$ cat config.mk
export PLATFORM = sky130hd
export DESIGN_NAME = life_seq
export DESIGN_NICKNAME = d
export VERILOG_FILES = /design/src/rtl/life_pkg.sv /design/src/rtl/life_raster_cnt.sv /design/src/rtl/life_seq.sv
export SDC_FILE = /design/constraint.sdc
export NUM_CORES = 1
export LEC_CHECK = 0
export ABC_AREA = 1
export BUFFER_PORTS_ARGS = -buffer_cell sky130_fd_sc_hd__buf_2
export CORE_MARGIN = 2
export CORE_UTILIZATION = 50
export CTS_BUF_LIST = sky130_fd_sc_hd__clkbuf_4 sky130_fd_sc_hd__clkbuf_8 sky130_fd_sc_hd__clkbuf_16
export DETAILED_ROUTE_END_ITERATION = 12
export GPL_TIMING_DRIVEN = 0
export PLACE_DENSITY_LB_ADDON = 0.08
export SETUP_SLACK_MARGIN = 0.4
export SLEW_MARGIN = 20
export SYNTH_ARGS = -nofsm -noshare
export SYNTH_HDL_FRONTEND = slang
export SYNTH_SLANG_ARGS = --single-unit
$ cat constraint.sdc
create_clock -name clk -period 1.4 [get_ports clk]
set_input_delay 0.14 -clock clk [delete_from_list [all_inputs] [get_ports clk]]
set_output_delay 0.14 -clock clk [all_outputs]
set_load 0.02 [all_outputs]
$ cat src/rtl/life_pkg.sv
// Shared definitions for the Life sequencer: PE command encodings, FSM states
// and default board dimensions.
package life_pkg;

  localparam int N_PX_DEF    = 16;
  localparam int N_PY_DEF    = 16;
  localparam int PE_CMD_BITS = 2;

  localparam logic [PE_CMD_BITS-1:0] CMD_NOP  = 2'd0;
  localparam logic [PE_CMD_BITS-1:0] CMD_LOAD = 2'd1;
  localparam logic [PE_CMD_BITS-1:0] CMD_READ = 2'd2;
  localparam logic [PE_CMD_BITS-1:0] CMD_STEP = 2'd3;

  typedef enum logic [2:0] {
    S_IDLE = 3'd0,
    S_LOAD = 3'd1,
    S_RUN  = 3'd2,
    S_DUMP = 3'd3,
    S_FIN  = 3'd4
  } seq_state_t;

endpackage

$ cat src/rtl/life_raster_cnt.sv
// Raster-order (x fastest, then y) address counter for the PE array.
// o_last flags cell (N_PX-1, N_PY-1); an increment there wraps to (0, 0).
module life_raster_cnt #(
  parameter  int N_PX = 16,
  parameter  int N_PY = 16,
  localparam int AXW  = (N_PX > 1) ? $clog2(N_PX) : 1,
  localparam int AYW  = (N_PY > 1) ? $clog2(N_PY) : 1
) (
  input  logic           clk,
  input  logic           reset,
  input  logic           i_clr,
  input  logic           i_inc,
  output logic [AXW-1:0] o_x,
  output logic [AYW-1:0] o_y,
  output logic           o_last
);

  logic [AXW-1:0] r_x;
  logic [AYW-1:0] r_y;
  logic           w_x_end;
  logic           w_y_end;

  assign w_x_end = (r_x == AXW'(N_PX - 1));
  assign w_y_end = (r_y == AYW'(N_PY - 1));

  // NOTE: sequential state uses non-blocking assignments only, so every
  // always_ff sees the pre-edge value of every other register.
  always_ff @(posedge clk) begin
    if (reset || i_clr) begin
      r_x <= '0;
      r_y <= '0;
    end else if (i_inc) begin
      if (w_x_end) begin
        r_x <= '0;
        r_y <= w_y_end ? '0 : r_y + 1'b1;
      end else begin
        r_x <= r_x + 1'b1;
      end
    end
  end

  assign o_x    = r_x;
  assign o_y    = r_y;
  assign o_last = w_x_end && w_y_end;

endmodule

$ cat src/rtl/life_seq.sv
// Job sequencer for the Life PE array: load a board from the host, step it up
// to gen_count generations (stopping on extinction), then stream it back out.
module life_seq
  import life_pkg::*;
#(
  parameter  int N_PX       = N_PX_DEF,
  parameter  int N_PY       = N_PY_DEF,
  parameter  int GEN_BITS   = 16,
  parameter  int STATE_BITS = 1,
  localparam int AXW        = (N_PX > 1) ? $clog2(N_PX) : 1,
  localparam int AYW        = (N_PY > 1) ? $clog2(N_PY) : 1
) (
  input  logic                   clk,
  input  logic                   reset,
  input  logic                   start,
  input  logic [GEN_BITS-1:0]    gen_count,
  input  logic                   ld_valid,
  output logic                   ld_ready,
  input  logic [STATE_BITS-1:0]  ld_data,
  output logic                   out_valid,
  input  logic                   out_ready,
  output logic [STATE_BITS-1:0]  out_data,
  output logic                   out_last,
  output logic                   busy,
  output logic                   done,
  output logic                   extinct,
  output logic [GEN_BITS-1:0]    gens_run,
  output logic [PE_CMD_BITS-1:0] cmd,
  output logic [STATE_BITS-1:0]  state_in,
  output logic [AXW-1:0]         adr_x,
  output logic [AYW-1:0]         adr_y,
  input  logic [STATE_BITS-1:0]  state_out,
  input  logic                   active
);

  seq_state_t              r_state, w_next;
  logic [GEN_BITS-1:0]     r_remaining, r_gens_run;
  logic                    r_extinct, r_rd_done;
  logic                    r_out_valid, r_out_last;
  logic [STATE_BITS-1:0]   r_out_data;

  logic                    w_clr, w_inc, w_last;
  logic                    w_accept, w_step, w_set_extinct, w_rd_fire;
  logic [PE_CMD_BITS-1:0]  w_cmd;
  logic [STATE_BITS-1:0]   w_state_in;

  life_raster_cnt #(.N_PX(N_PX), .N_PY(N_PY)) u_raster (
    .clk    (clk),
    .reset  (reset),
    .i_clr  (w_clr),
    .i_inc  (w_inc),
    .o_x    (adr_x),
    .o_y    (adr_y),
    .o_last (w_last)
  );

  // NOTE: every signal driven here gets a default first, so no path through
  // the case can leave one unassigned and infer a latch.
  always_comb begin
    w_next        = r_state;
    w_cmd         = CMD_NOP;
    w_state_in    = '0;
    w_clr         = 1'b0;
    w_inc         = 1'b0;
    w_accept      = 1'b0;
    w_step        = 1'b0;
    w_set_extinct = 1'b0;
    w_rd_fire     = 1'b0;
    case (r_state)
      S_IDLE: begin
        if (start) begin
          w_accept = 1'b1;
          w_clr    = 1'b1;
          w_next   = S_LOAD;
        end
      end
      S_LOAD: begin
        if (ld_valid) begin
          w_cmd      = CMD_LOAD;
          w_state_in = ld_data;
          w_inc      = 1'b1;
          if (w_last) w_next = S_RUN;
        end
      end
      S_RUN: begin
        if (r_remaining == '0) begin
          w_next = S_DUMP;
        end else if (!active) begin
          w_set_extinct = 1'b1;
          w_next        = S_DUMP;
        end else begin
          w_cmd  = CMD_STEP;
          w_step = 1'b1;
        end
      end
      S_DUMP: begin
        // Refill the output register when it is empty or being drained now.
        if ((!r_out_valid || out_ready) && !r_rd_done) begin
          w_cmd     = CMD_READ;
          w_rd_fire = 1'b1;
          w_inc     = 1'b1;
        end
        if (r_out_valid && out_ready && r_out_last) w_next = S_FIN;
      end
      S_FIN:   w_next = S_IDLE;
      default: w_next = S_IDLE;
    endcase
  end

  always_ff @(posedge clk) begin
    if (reset) begin
      r_state     <= S_IDLE;
      r_remaining <= '0;
      r_gens_run  <= '0;
      r_extinct   <= 1'b0;
      r_rd_done   <= 1'b0;
      r_out_valid <= 1'b0;
      r_out_last  <= 1'b0;
      r_out_data  <= '0;
    end else begin
      r_state <= w_next;
      if (w_accept) begin
        r_remaining <= gen_count;
        r_gens_run  <= '0;
        r_extinct   <= 1'b0;
        r_rd_done   <= 1'b0;
      end
      if (w_step) begin
        r_remaining <= r_remaining - 1'b1;
        r_gens_run  <= r_gens_run + 1'b1;
      end
      if (w_set_extinct) r_extinct <= 1'b1;
      if (w_rd_fire) begin
        r_out_valid <= 1'b1;
        r_out_data  <= state_out;
        r_out_last  <= w_last;
        if (w_last) r_rd_done <= 1'b1;
      end else if (out_ready) begin
        r_out_valid <= 1'b0;
        r_out_last  <= 1'b0;
      end
    end
  end

  assign ld_ready  = (r_state == S_LOAD);
  assign busy      = (r_state != S_IDLE);
  assign done      = (r_state == S_FIN);
  assign extinct   = r_extinct;
  assign gens_run  = r_gens_run;
  assign out_valid = r_out_valid;
  assign out_data  = r_out_data;
  assign out_last  = r_out_last;
  assign cmd       = w_cmd;
  assign state_in  = w_state_in;

endmodule

; Word level (Yosys, flattened, before mapping)
; Index checks and enable logic that the tools add are counted.
[classes]
eq_ne = 11
reduce_logical = 16
addsub = 4
n_mux = 40
[op_table]
columns = cell, n
row1 = $mux W16, 4
row2 = $mux W1, 22
row3 = $mux W3, 6
row4 = $add A16 B1 Y16 const B, 1
row5 = $logic_not A16 Y1, 1
row6 = $sub A16 B1 Y16 const B, 1
row7 = $pmux W3 S4, 1
row8 = $add A4 B1 Y4 const B, 2
row9 = $eq A4 B4 Y1 const B, 2
row10 = $mux W4, 2
row11 = $eq A3 B2 Y1 const B, 2
row12 = $mux W2, 3
row13 = $ne A2 B2 Y1 const B, 3
row14 = $pmux W2 S3, 1
row15 = $reduce_bool A2 Y1, 3
row16 = $reduce_and A5 Y1, 1
row17 = $logic_and A1 B1 Y1, 4
row18 = $eq A3 B1 Y1 const B, 1
row19 = $eq A3 B3 Y1 const B, 1
row20 = $logic_not A3 Y1, 1
row21 = $ne A3 B3 Y1 const B, 1
row22 = $reduce_bool A3 Y1, 1
row23 = $logic_not A1 Y1, 2
row24 = $logic_or A1 B1 Y1, 2
row25 = 3 further kinds, 3
[word_totals]
wordCells = 81
register_bits = 48
output_inout_bits = 34
in_bits = 24

; Logic depth before layout (Yosys ltp)
; Gate-level depths: netlist (run 1).
[logic_depth]
depth_word = 6
ltp_mapped = 11
depth_no_buf = 10

; Hierarchy
; A second synthesis (run 1) with hierarchy kept.
[hier_totals]
cells_unflattened = 435
hier_area_um2 = 2830.2
[modules_own_cells]
columns = mod, instances, cells_each, seq_area_each_um2, area_each_um2
row1 = life_seq, 1, 380, 800.8, 2411.1
row2 = life_raster_cnt, 1, 55, 160.2, 419.2

; Worst setup path after synthesis (run 1)
; No wires, ideal clock.
[synth_timing]
path_type = register -> register
start = reg r_state[0]
end = reg u_raster.r_y[0], in the netlist u_raster.o_y[0]
arrival_time_ns = 1.432
required_ns = 1.330
path_slack_ns = -0.102
setup_time_ns = 0.070
n_path_buf = 0
synth_period_minus_slack_ns = 1.502
stages_incl_launch_ff = 9
cell_sequence = dfxtp_1 -> nand2_1 -> nor2_1 -> nand2_1 -> nand2_2 -> nand2_2 -> clkinv_1 -> nand3b_1 -> a21oi_1
[synth_via]
elab_chain_cells = 3
elab_cells_between_ends = 7
classes_between = eq/ne: 2 / mux: 2 / reduce/logical: 3
[synth_lines]
columns = item, line
row1 = from (decl), life_seq.sv:36  ; seq_state_t r_state, w_next;
row2 = from (signal assigned), life_seq.sv:121  ; r_state <= w_next;
row3 = $eq A3 B1 Y1, --
row4 = net ld_ready, life_seq.sv:18  ; output logic ld_ready,
row5 = $pmux W1 S2, life_seq.sv:69  ; case (r_state)
row6 = $reduce_and A2 Y1 (no line), --
row7 = to (signal assigned), life_raster_cnt.sv:35  ; r_y <= w_y_end ? '0 : r_y + 1'b1;
row8 = to (decl), life_raster_cnt.sv:19  ; logic [AYW-1:0] r_y;
; The timed path passes the listed nets, and every way through them passes these cells.
; A chain may end at the register's enable or synchronous reset.

; Final worst setup path (run 1)
[layout_timing]
start = reg r_remaining[7]
end = reg r_remaining[7]
[layout_via]
elab_chain_cells = 4
elab_cells_between_ends = 6
classes_between = add/sub: 1 / mux: 3 / reduce/logical: 2
[layout_lines]
columns = item, line
row1 = from (decl), life_seq.sv:37  ; logic [GEN_BITS-1:0] r_remaining, r_gens_run;
row2 = from (signal assigned), life_seq.sv:123  ; r_remaining <= gen_count;
row3 = from (signal assigned), life_seq.sv:129  ; r_remaining <= r_remaining - 1'b1;
row4 = branches (longest 4 deep; another with $sub A16 B1 Y16), --
; Parallel ways; which one is timed is not known.

==> results of run 1 <==
-- layout by cell type, fill, tap and decap left out, types with 4 or more instances in the layout --
cell type and count:
o21ai_0 7, a21oi_2 21, inv_1 44, inv_2 6, nand3_2 11, dfxtp_2 24
xnor2_1 4, nand2_2 22, nand2_1 127, nand4_1 5, nor2_2 7, buf_6 29
dfxtp_1 9, o21ai_2 11, nand2_4 17, dfxtp_4 15, clkbuf_8 7, nand3_1 23
nand2_8 4, nor3_1 6, buf_8 7, a21oi_1 14, nor2_1 30, buf_4 40
buf_2 32, nor2_4 16
-- synth_stat cells (3+ instances only) --
master	count
a21oi_1	35
o21ai_0	20
nand2_4	3
clkbuf_1	3
nand2_1	163
buf_6	4
nor2_1	49
inv_1	52
xnor2_1	4
nand2_2	3
ha_1	4
nand4_1	5
dfxtp_1	48
nor3_1	8
nand3_1	34
-- cells by family (layout without fill, tap and decap cells) --
logic type	Yosys count	after routing	synth area share [%]
xor+xnor	6	6	1.82
buf+inv	68	186	10.3
flops	48	48	33.3
simple gates	275	275	41.8
compound gates	61	61	10.9
fa+ha+maj	4	4	1.74
-- what timing repair did --
item	4_1_cts	5_1_grt
cloned	3	3
setup endpoints to repair	67	70
buffers inserted	35	12
gates resized for setup	104	144
hold endpoints to repair	0	0
pin swaps	25	33
-- power groups by stage --
stage	Clock, mW	Sequential [mW]	Combinational [mW]
final	0.967	1.97	5.80
after global routing	0.996	1.98	6.10
after CTS	0.952	1.86	4.18
after detailed placement	0	1.88	2.93
after global placement	0	1.88	2.88
after floorplan	0	1.87	2.32
-- layer usage --
metal	GRT usage (%)	wire length, um
met5	0	0
met4	10.3	707
met3	3.96	1030
met2	51.6	6000
met1	34.3	4380
-- final timing paths --
kind,from,to,slack (ns),cells past startpoint
worst max-delay path,r_remaining[7],r_remaining[7],-0.31,11
worst max register to register,r_remaining[7],r_remaining[7],-0.31,11
worst min register to register,r_remaining[0],r_remaining[0],0.43,1
worst min-delay path,reset,extinct,0.08,2
-- state kept, by name, summed over array words and instances, names as in the netlist --
signal / cells
u_raster.o_x: 4
r_remaining: 16
r_state: 3
r_rd_done: 1
gens_run: 16
out_valid: 1
out_data: 1
extinct: 1
out_last: 1
u_raster.o_y: 4
-- area by class of cell --
cell class / count / area (um^2) / share of cell area, %
Sequential cell: 48 / 1050 / 21.7
Tap cell: 72 / 90.1 / 1.87
Clock buffer: 8 / 104 / 2.16
Buffer: 10 / 121 / 2.52
Timing Repair Buffer: 110 / 1000 / 20.7
Inverter: 58 / 265 / 5.51
Multi-Input combinational cell: 346 / 2190 / 45.5
-- metrics by stage --
step / cells / power, mW / area (um^2)
floorplan: 462 / 4.19 / 3040
global placement: 591 / 4.76 / 3410
detailed placement: 591 / 4.81 / 3410
CTS: 637 / 6.99 / 4190
global route: 652 / 9.08 / 4820
finish: 652 / 8.74 / 4820
==> flow_metrics.py, run 1 <==
metrics = {
    "power": {
        "cellPowerDensity_nw_per_um2": 1810,
        "clkPwrFrac_pct": 11.1,
        "power.leakage_nw": 2.15,
        "p_comb_share_pct": 66.4,
        "switching_power_mw": 4.12,
        "power_switching_share_pct": 47.1,
        "pwr-share-seq_pct": 22.6,
        "internal-power_mw": 4.63,
        "peakVddDrop_mv": 1.23,
    },
    "yosys": {
        "synth_flop_cell": "dfxtp_1",
        "ys_ff_latch": 48,
        "synthArstFlopShare_pct": 0,
        "yosysWarnings": 0,
        "synth_cell_type_count": 34,
        "avgSynthCellArea_um2": 6.24,
        "yosys.area.top_type": "dfxtp_1",
        "synth-edff-count": 0,
        "seq_area_frac_synth_pct": 33.3,
        "netlist_top_cells_area": "dfxtp_1 (33%), nand2_1 (21%), inv_1 (6.8%)",
        "synth_top_area_share_pct": 33.3,
        "synthesis.instances": 462,
        "syn_nets": 490,
        "syn-cell-area_um2": 2880,
    },
    "global_routing": {
        "track_usage_pct": 28.6,
        "grt_antenna_before_repair": 0,
        "grt_max_degree": 15,
        "grt_pass1_vias": 3206,
        "gr-total-overflow": 0,
        "grt_pass1_wl_mm": 14.4,
    },
    "timing": {
        "grt_setup_unrepaired": "yes",
        "slew_headroom_pct": 42.5,
        "drv_slew": 0,
        "hold_violations": 0,
        "holdWs_ns": 0.0795,
        "fmax_mhz": 584,
        "finalWorstSetupSlack_ns": -0.313,
        "final.setup_skew_ns": 0.0109,
        "fin_crit_sh_pct": 122,
        "setup_viol": 46,
        "tns_ns": -9.41,
        "worst_pin_slew_ns": 0.863,
        "period_needed_ns": 1.71,
    },
    "setup_path": {
        "cp_num_buf_inv": 3,
        "crit_arrival_ns": 1.87,
        "cpLargestDelayFamily": "simple AND/OR/NAND/NOR gates",
        "crit_path_start_kind": "flip-flop",
        "path_cells": "nor2_4 > nand2_2 > nor2_4 > nand2_4 > nand2_8 > buf_12 > buf_6 > clkbuf_16 > nand2_1 > nand2_1 > a21oi_1",
        "cp_slowest_cell": "dfxtp_4",
        "path_class": "flip-flop to flip-flop",
        "critPathCaptureType": "flip-flop",
        "crit_fanout": 5,
        "max_stage_delay_ns": 0.38,
        "worstPathRequired_ns": 1.56,
    },
    "floorplan": {
        "die_h_um": 79.9,
        "die-area_um2": 6390,
        "rows": 27,
        "initial_core_util_pct": 52.0,
        "ios": 58,
        "die_x_um": 79.9,
        "core_area_um2": 5540,
    },
    "clock_tree": {
        "clock_path_buffers": 2,
        "clkSinkCount": 48,
        "cts_tree": "built",
        "clock_tree.root_cell": "clkbuf_8",
        "clkTransAtPathRegs_ns": 0.10,
        "insertion_delay_ns": 0.31,
        "htreeDepth": 2,
        "cts_inserted_buffers": 5,
        "cts_hold_buf": 0,
    },
    "final_layout": {
        "antenna-diode-count": 0,
        "drive_gt1_share_pct": 51.6,
        "nNetsFinal": 607,
        "fill_cells": 282,
        "area_growth_pct": 67.1,
        "fin_util_pct": 87.0,
    },
    "run": {
        "drv_cap": 0,
    },
    "detailed_routing": {
        "dr.pass1.iters": 5,
        "wl_per_cell_um": 18.6,
        "num_vias": 3802,
        "via_per_inst": 5.83,
        "drcViolationCount": 0,
        "drt_iter0_markers": 357,
        "drt-total-wl_mm": 12.1,
        "ant_nets": 0,
    },
    "place": {
        "post-dp-hpwl_mm": 5.29,
        "dp_slack_ns": -0.166,
        "io_buffer_count": 57,
        "place_congestion": 0.880,
    },
    "run_status": {
        "violations": "setup timing",
        "status": "finished with violations",
    },
    "min_path": {
        "min_path_type": "primary input to flip-flop",
    },
}
No activity file was read; power rests on OpenSTA's default activity.
==> run 2: changes to the inputs <==
PLACE_DENSITY = 0.82   (was not set)
PLACE_DENSITY_LB_ADDON = not set   (was 0.08)
SYNTH_HIERARCHICAL = 1   (was not set)
TNS_END_PERCENT = 1   (was not set)
==> run 2 against run 1 <==
  * Die area decreased by 1.7%
  * Critical path type is now flip-flop to output pin
  * Sequential cell count unchanged
  * Count of clock-buffer cells in the layout decreased by 2
  * Wire length decreased by 32%
  * Register-to-register slack improved by 0.09 ns
  * Sequential power decreased by 5%
  * Clock power increased by 5%
  * Critical path depth decreased by 3
  * The flow still finishes with violations (setup timing)
  * Setup slack improved by 0.049 ns
  * Cell area decreased by 23%
  * Fmax increased by 3.0%
  * Combinational power decreased by 39%
==> flow_metrics.py, run 2 <==
metrics = {
    "final_layout": {
        "multi_input_area_um2": 1770,
        "final_cell_mix": "nand2_1 (123), buf_2 (44), nor2_1 (42)",
        "drive_gt1_share_pct": 33.2,
        "nNetsFinal": 542,
        "area_growth_pct": 31.2,
        "layout_commonest_cell": "nand2_1",
        "fill_cells": 468,
        "antenna-diode-count": 0,
        "seq_area_um2": 1020,
    },
    "timing": {
        "slew_headroom_pct": 61.6,
        "final.setup_skew_ns": 0.00439,
        "grt_setup_unrepaired": "yes",
        "tns_ns": -4.43,
        "finalWorstSetupSlack_ns": -0.264,
        "worst_pin_slew_ns": 0.576,
        "fin_crit_sh_pct": 119,
        "hold_violations": 0,
        "drv_slew": 0,
        "period_needed_ns": 1.66,
        "fmax_mhz": 601,
        "setup_viol": 41,
    },
    "detailed_routing": {
        "wl_per_cell_um": 14.0,
        "route.met3.wl_um": 507,
        "wl_met2_mm": 4.10,
        "via_per_inst": 5.48,
        "m1WireLength_mm": 3.37,
        "drcViolationCount": 0,
        "num_vias": 3217,
        "dr.pass1.iters": 5,
        "top_layer": "met4",
        "ant_nets": 0,
        "drt_iter0_markers": 237,
        "drt-total-wl_mm": 8.21,
    },
    "yosys": {
        "synth_compound_area_share_pct": 11.5,
        "avgSynthCellArea_um2": 6.51,
        "synth_cell_type_count": 38,
        "ys_ff_latch": 48,
        "netlist_top_cells_area": "dfxtp_1 (34%), nand2_1 (17%), nor2_1 (7.3%)",
        "yosysMostFrequentCell": "nand2_1",
        "synth_xor_area_share_pct": 1.55,
        "yosys.area.top_type": "dfxtp_1",
        "yosysWarnings": 6,
        "synthMuxAreaShare_pct": 0,
        "seq_area_frac_synth_pct": 34.0,
        "synth-edff-count": 0,
        "synth_top_area_share_pct": 34.0,
        "synth_flop_cell": "dfxtp_1",
        "syn-cell-area_um2": 2830,
        "yosys.area_share.simple_pct": 42.0,
        "syn_nets": 463,
        "yosys.area_share.adder_pct": 1.77,
        "synthArstFlopShare_pct": 0,
        "synth_common_cells": "nand2_1 (128), nor2_1 (55), dfxtp_1 (48), inv_1 (46), nand3_1 (35)",
        "synth_top_family_by_area": "simple AND/OR/NAND/NOR gates",
        "synthesis.instances": 435,
    },
    "clock_tree": {
        "htreeDepth": 2,
        "cts_hold_buf": 0,
        "cts_tree": "built",
        "clkTransAtPathRegs_ns": 0.09,
        "cts_inserted_buffers": 5,
        "clkSinkCount": 48,
        "insertion_delay_ns": 0.30,
        "clock_tree.root_cell": "clkbuf_8",
        "clock_path_buffers": 2,
    },
    "global_routing": {
        "track_usage_pct": 25.1,
        "grt_pass1_wl_mm": 12.7,
        "gr-total-overflow": 0,
        "grt_antenna_before_repair": 0,
        "grt_max_degree": 15,
        "grt_pass1_vias": 2876,
    },
    "floorplan": {
        "initial_core_util_pct": 51.7,
        "die-area_um2": 6280,
        "rows": 27,
        "die_h_um": 79.2,
        "die_x_um": 79.2,
        "ios": 58,
        "core_area_um2": 5470,
    },
    "place": {
        "io_buffer_count": 57,
        "post-dp-hpwl_mm": 5.21,
        "place_congestion": 0.852,
    },
    "setup_path": {
        "worstPathRequired_ns": 1.26,
        "crit_arrival_ns": 1.52,
        "crit_path_start_kind": "flip-flop",
        "max_stage_delay_ns": 0.37,
        "critPathCaptureType": "output pin",
        "cp_slowest_cell": "dfxtp_1",
        "cpLargestDelayFamily": "simple AND/OR/NAND/NOR gates",
        "path_cells": "nor2_2 > nand2_1 > nor2_2 > nand2_4 > nand2_8 > buf_8 > nand2_2 > buf_6",
        "crit_fanout": 5,
        "cp_num_buf_inv": 2,
        "path_class": "flip-flop to output pin",
        "crit_path_frequent_cell": "nor2_2",
    },
    "run_status": {
        "status": "finished with violations",
        "violations": "setup timing",
    },
    "power": {
        "total_power_mw": 6.45,
        "cellPowerDensity_nw_per_um2": 1740,
        "power.leakage_nw": 1.71,
        "peakVddDrop_mv": 0.741,
    },
    "run": {
        "drv_cap": 0,
    },
    "min_path": {
        "min_path_type": "primary input to flip-flop",
    },
}
[run 2: routing by layer]
layer	GRT usage [%]	up-vias
met5	0	-
met4	7.59	0
met3	4.55	31
met2	42.9	145
met1	32.2	1489
li1	-	1552
[run 2: cell families (layout without fill, tap and decap cells)]
group / after synthesis / in the layout
AO/OA/AOI/OAI: 59 / 59
XOR/XNOR: 5 / 5
adder cells (fa/ha/maj): 4 / 4
buffers and inverters: 60 / 140
flip-flops: 48 / 48
AND/OR/NAND/NOR: 259 / 259
[run 2: layout make-up]
class	instances	area share, %
multi-input cells	327	47.6
clock inverters	2	0.944
inverters	49	5.16
clock buffers	6	2.06
repair buffers	72	11.9
plain buffers	11	2.60
well taps	72	2.43
flip-flops and latches	48	27.4
[run 2: per-stage QoR]
step                      std cells  util (%)  setup slack (ns)  area [um^2]  hold WS [ns]
after global routing            587      67.8            -0.346         3710        0.0626
after floorplan                 435         -           -0.0593         2890         0.247
after global placement          564      59.6            -0.240         3260         0.364
after detailed placement        564      59.6            -0.290         3260         0.385
after CTS                       581      65.6            -0.258         3590        0.0631
final                           587      67.8            -0.264         3710        0.0612
[run 2: power by group]
group	internal (mW)	switching (mW)	total [mW]
Combinational	1.37	2.19	3.55
Clock	0.550	0.470	1.02
Sequential	1.60	0.274	1.87
[run 2: timing repair]
item | 4_1_cts | 5_1_grt
endpoints found under the hold margin | 0 | 0
pin swaps | 14 | 10
setup endpoints to repair | 71 | 79
buffers inserted | 9 | 6
gates resized for setup | 54 | 32
[run 2: path summary, 6_finish.rpt]
kind | cells after the start | from | slack [ns] | end
worst min-delay path | 2 | out_ready | 0.06 | out_last
worst min register to register | 1 | gens_run[0] | 0.47 | gens_run[0]
worst max register to register | 9 | r_state[2] | -0.22 | r_remaining[6]
worst max-delay path | 8 | r_remaining[13] | -0.26 | cmd[0]
[run 2: worst reg2reg max path, cell delays in order (launching register included)]
cell	delay [ns]
dfxtp_4	0.38
nor2_4	0.19
nand2_4	0.10
nor2_8	0.15
nand2_8	0.08
inv_2	0.14
buf_8	0.16
nand2_1	0.07
a21oi_2	0.16
nor2_1	0.07
==> run 3: changes to the inputs <==
PLACE_DENSITY = 0.83   (was 0.82)
==> run 3 against run 2 <==
  * The flow still finishes with violations (setup timing)
  * Global-route usage shrank 0.27 points
  * Critical path depth grew 1
  * Count of clock-buffer cells in the layout shrank 1
  * Fmax grew 0.80%
  * Hold slack lost 0.016 ns
  * First-iteration DRC count shrank 28%
  * Non-clock buffer count shrank 4
  * Power shrank 0.96%
  * Register-to-register slack is essentially flat
  * Combinational power shrank 2%
==> flow_metrics.py, run 3 (synthesis results as in run 2) <==
metrics = {
    "place": {
        "post-dp-hpwl_mm": 5.30,
        "place_congestion": 0.909,
        "place_inst": 564,
        "io_buffer_count": 57,
        "dp_slack_ns": -0.262,
    },
    "floorplan": {
        "die-area_um2": 6280,
        "rows": 27,
        "initial_core_util_pct": 51.7,
        "die_x_um": 79.2,
        "ios": 58,
        "core_area_um2": 5470,
        "die_h_um": 79.2,
    },
    "setup_path": {
        "setup.worst_path.end": "cmd[0]",
        "startpoint": "r_remaining[1]",
        "r2r_setup_slack_ns": -0.21,
        "crit_arrival_ns": 1.51,
        "critPathCaptureType": "output pin",
        "r2r_end": "r_remaining[6]",
        "worstPathRequired_ns": 1.26,
        "crit_fanout": 5,
        "rr_worst_depth": 10,
        "crit_path_start_kind": "flip-flop",
        "r2r-start": "r_state[2]",
        "path_class": "flip-flop to output pin",
    },
    "clock_tree": {
        "clock_tree.root_cell": "clkbuf_8",
        "insertion_delay_ns": 0.31,
        "clkSinkCount": 48,
        "htreeDepth": 2,
        "cts_inserted_buffers": 5,
        "cts_hold_buf": 0,
        "cts_tree": "built",
        "clkTransAtPathRegs_ns": 0.09,
        "clock_path_buffers": 2,
    },
    "global_routing": {
        "grt_max_degree": 16,
        "grt_pass1_wl_mm": 12.5,
        "gr-total-overflow": 0,
        "grt_antenna_before_repair": 0,
        "track_usage_pct": 24.8,
        "grt_pass1_vias": 2867,
    },
    "final_layout": {
        "nNetsFinal": 538,
        "layout_commonest_cell": "nand2_1",
        "antenna-diode-count": 0,
        "drive_gt1_share_pct": 32.9,
        "fill_cells": 466,
        "fin_util_pct": 67.7,
        "area_growth_pct": 31.0,
        "stdcell_count": 583,
        "final_cell_mix": "nand2_1 (123), nor2_1 (43), buf_2 (42)",
    },
    "timing": {
        "finalWorstSetupSlack_ns": -0.250,
        "final.setup_skew_ns": 0.0121,
        "grt_setup_unrepaired": "yes",
        "hold_violations": 0,
        "slew_headroom_pct": 64.2,
        "worst_pin_slew_ns": 0.537,
        "holdWs_ns": 0.0448,
        "drv_slew": 0,
        "setup_viol": 45,
        "fmax_mhz": 606,
        "fin_crit_sh_pct": 118,
        "period_needed_ns": 1.65,
    },
    "detailed_routing": {
        "top_layer": "met4",
        "drt_iter0_markers": 170,
        "drcViolationCount": 0,
        "route.met3.wl_um": 537,
        "dr.pass1.iters": 5,
        "m1WireLength_mm": 3.18,
        "wl_per_cell_um": 13.5,
        "via_per_inst": 5.34,
        "ant_nets": 0,
        "wl_met2_mm": 3.92,
        "num_vias": 3115,
        "drt-total-wl_mm": 7.88,
    },
    "power": {
        "power.leakage_nw": 1.67,
        "cellPowerDensity_nw_per_um2": 1720,
        "total_power_mw": 6.38,
        "peakVddDrop_mv": 0.876,
    },
    "min_path": {
        "min_path_type": "primary input to flip-flop",
        "hold_start": "out_ready",
    },
    "run": {
        "drv_cap": 0,
    },
    "run_status": {
        "violations": "setup timing",
        "status": "finished with violations",
    },
}
## run 3: changes by cell type in the layout (fill, tap and decap cells not counted), sizes merged
cell / previous run / this run
buf: 79 / 75
clkbuf: 10 / 9
clkinv: 2 / 1
clkinvlp: 0 / 1
inv: 48 / 49
## run 3: worst min path at each step
stage / to / cells past startpoint / slack, ns
2_1_floorplan: out_last / 1 / 0.25
3_3_place_gp: out_data / 3 / 0.36
3_5_place_dp: out_last / 2 / 0.37
4_1_cts: out_last / 2 / 0.03
5_1_grt: out_last / 2 / 0.06
6_report: out_last / 2 / 0.04
## run 3: routing by layer
metal | up-vias | GRT usage (%)
met5 | - | 0
met4 | 0 | 7.76
met3 | 28 | 4.66
met2 | 111 | 44.5
met1 | 1429 | 29.9
li1 | 1547 | -
## run 3: timing repair
item / 4_1_cts / 5_1_grt
setup buffers: 9 / 2
setup endpoints to repair: 74 / 80
resized for setup: 51 / 41
pin swaps: 11 / 7
## run 3: through the flow
step | area [um^2] | setup TNS (ns)
after floorplan | 2890 | -0.597
after global placement | 3260 | -6.75
after detailed placement | 3260 | -8.17
after CTS | 3580 | -4.54
after global routing | 3710 | -8.37
final | 3710 | -4.58
## run 3: report_power, final
group	internal [mW]	switching, mW	total, mW
Clock	0.529	0.507	1.04
Sequential	1.60	0.274	1.87
Combinational	1.32	2.15	3.48
## run 3: cell type report
cell class                 count  area, um^2  area share [%]
buffer                        11        93.8            2.53
clock buffer                   5        68.8            1.86
clock inverter                 3        42.5            1.15
inverter                      49         199            5.37
multi-input combinational    327        1780            47.9
sequential                    48        1010            27.4
tap                           72        90.1            2.43
timing repair buffer          68         423            11.4
## run 3: worst max-delay path, cell delays in order (launching register included)
cell and delay (ns):
dfxtp_2 0.34, inv_2 0.06, ha_4 0.15, nand2_4 0.07, nor2_4 0.11, nand2_4 0.09, nand2_8 0.08, buf_8 0.12
nand2_2 0.05, buf_6 0.12
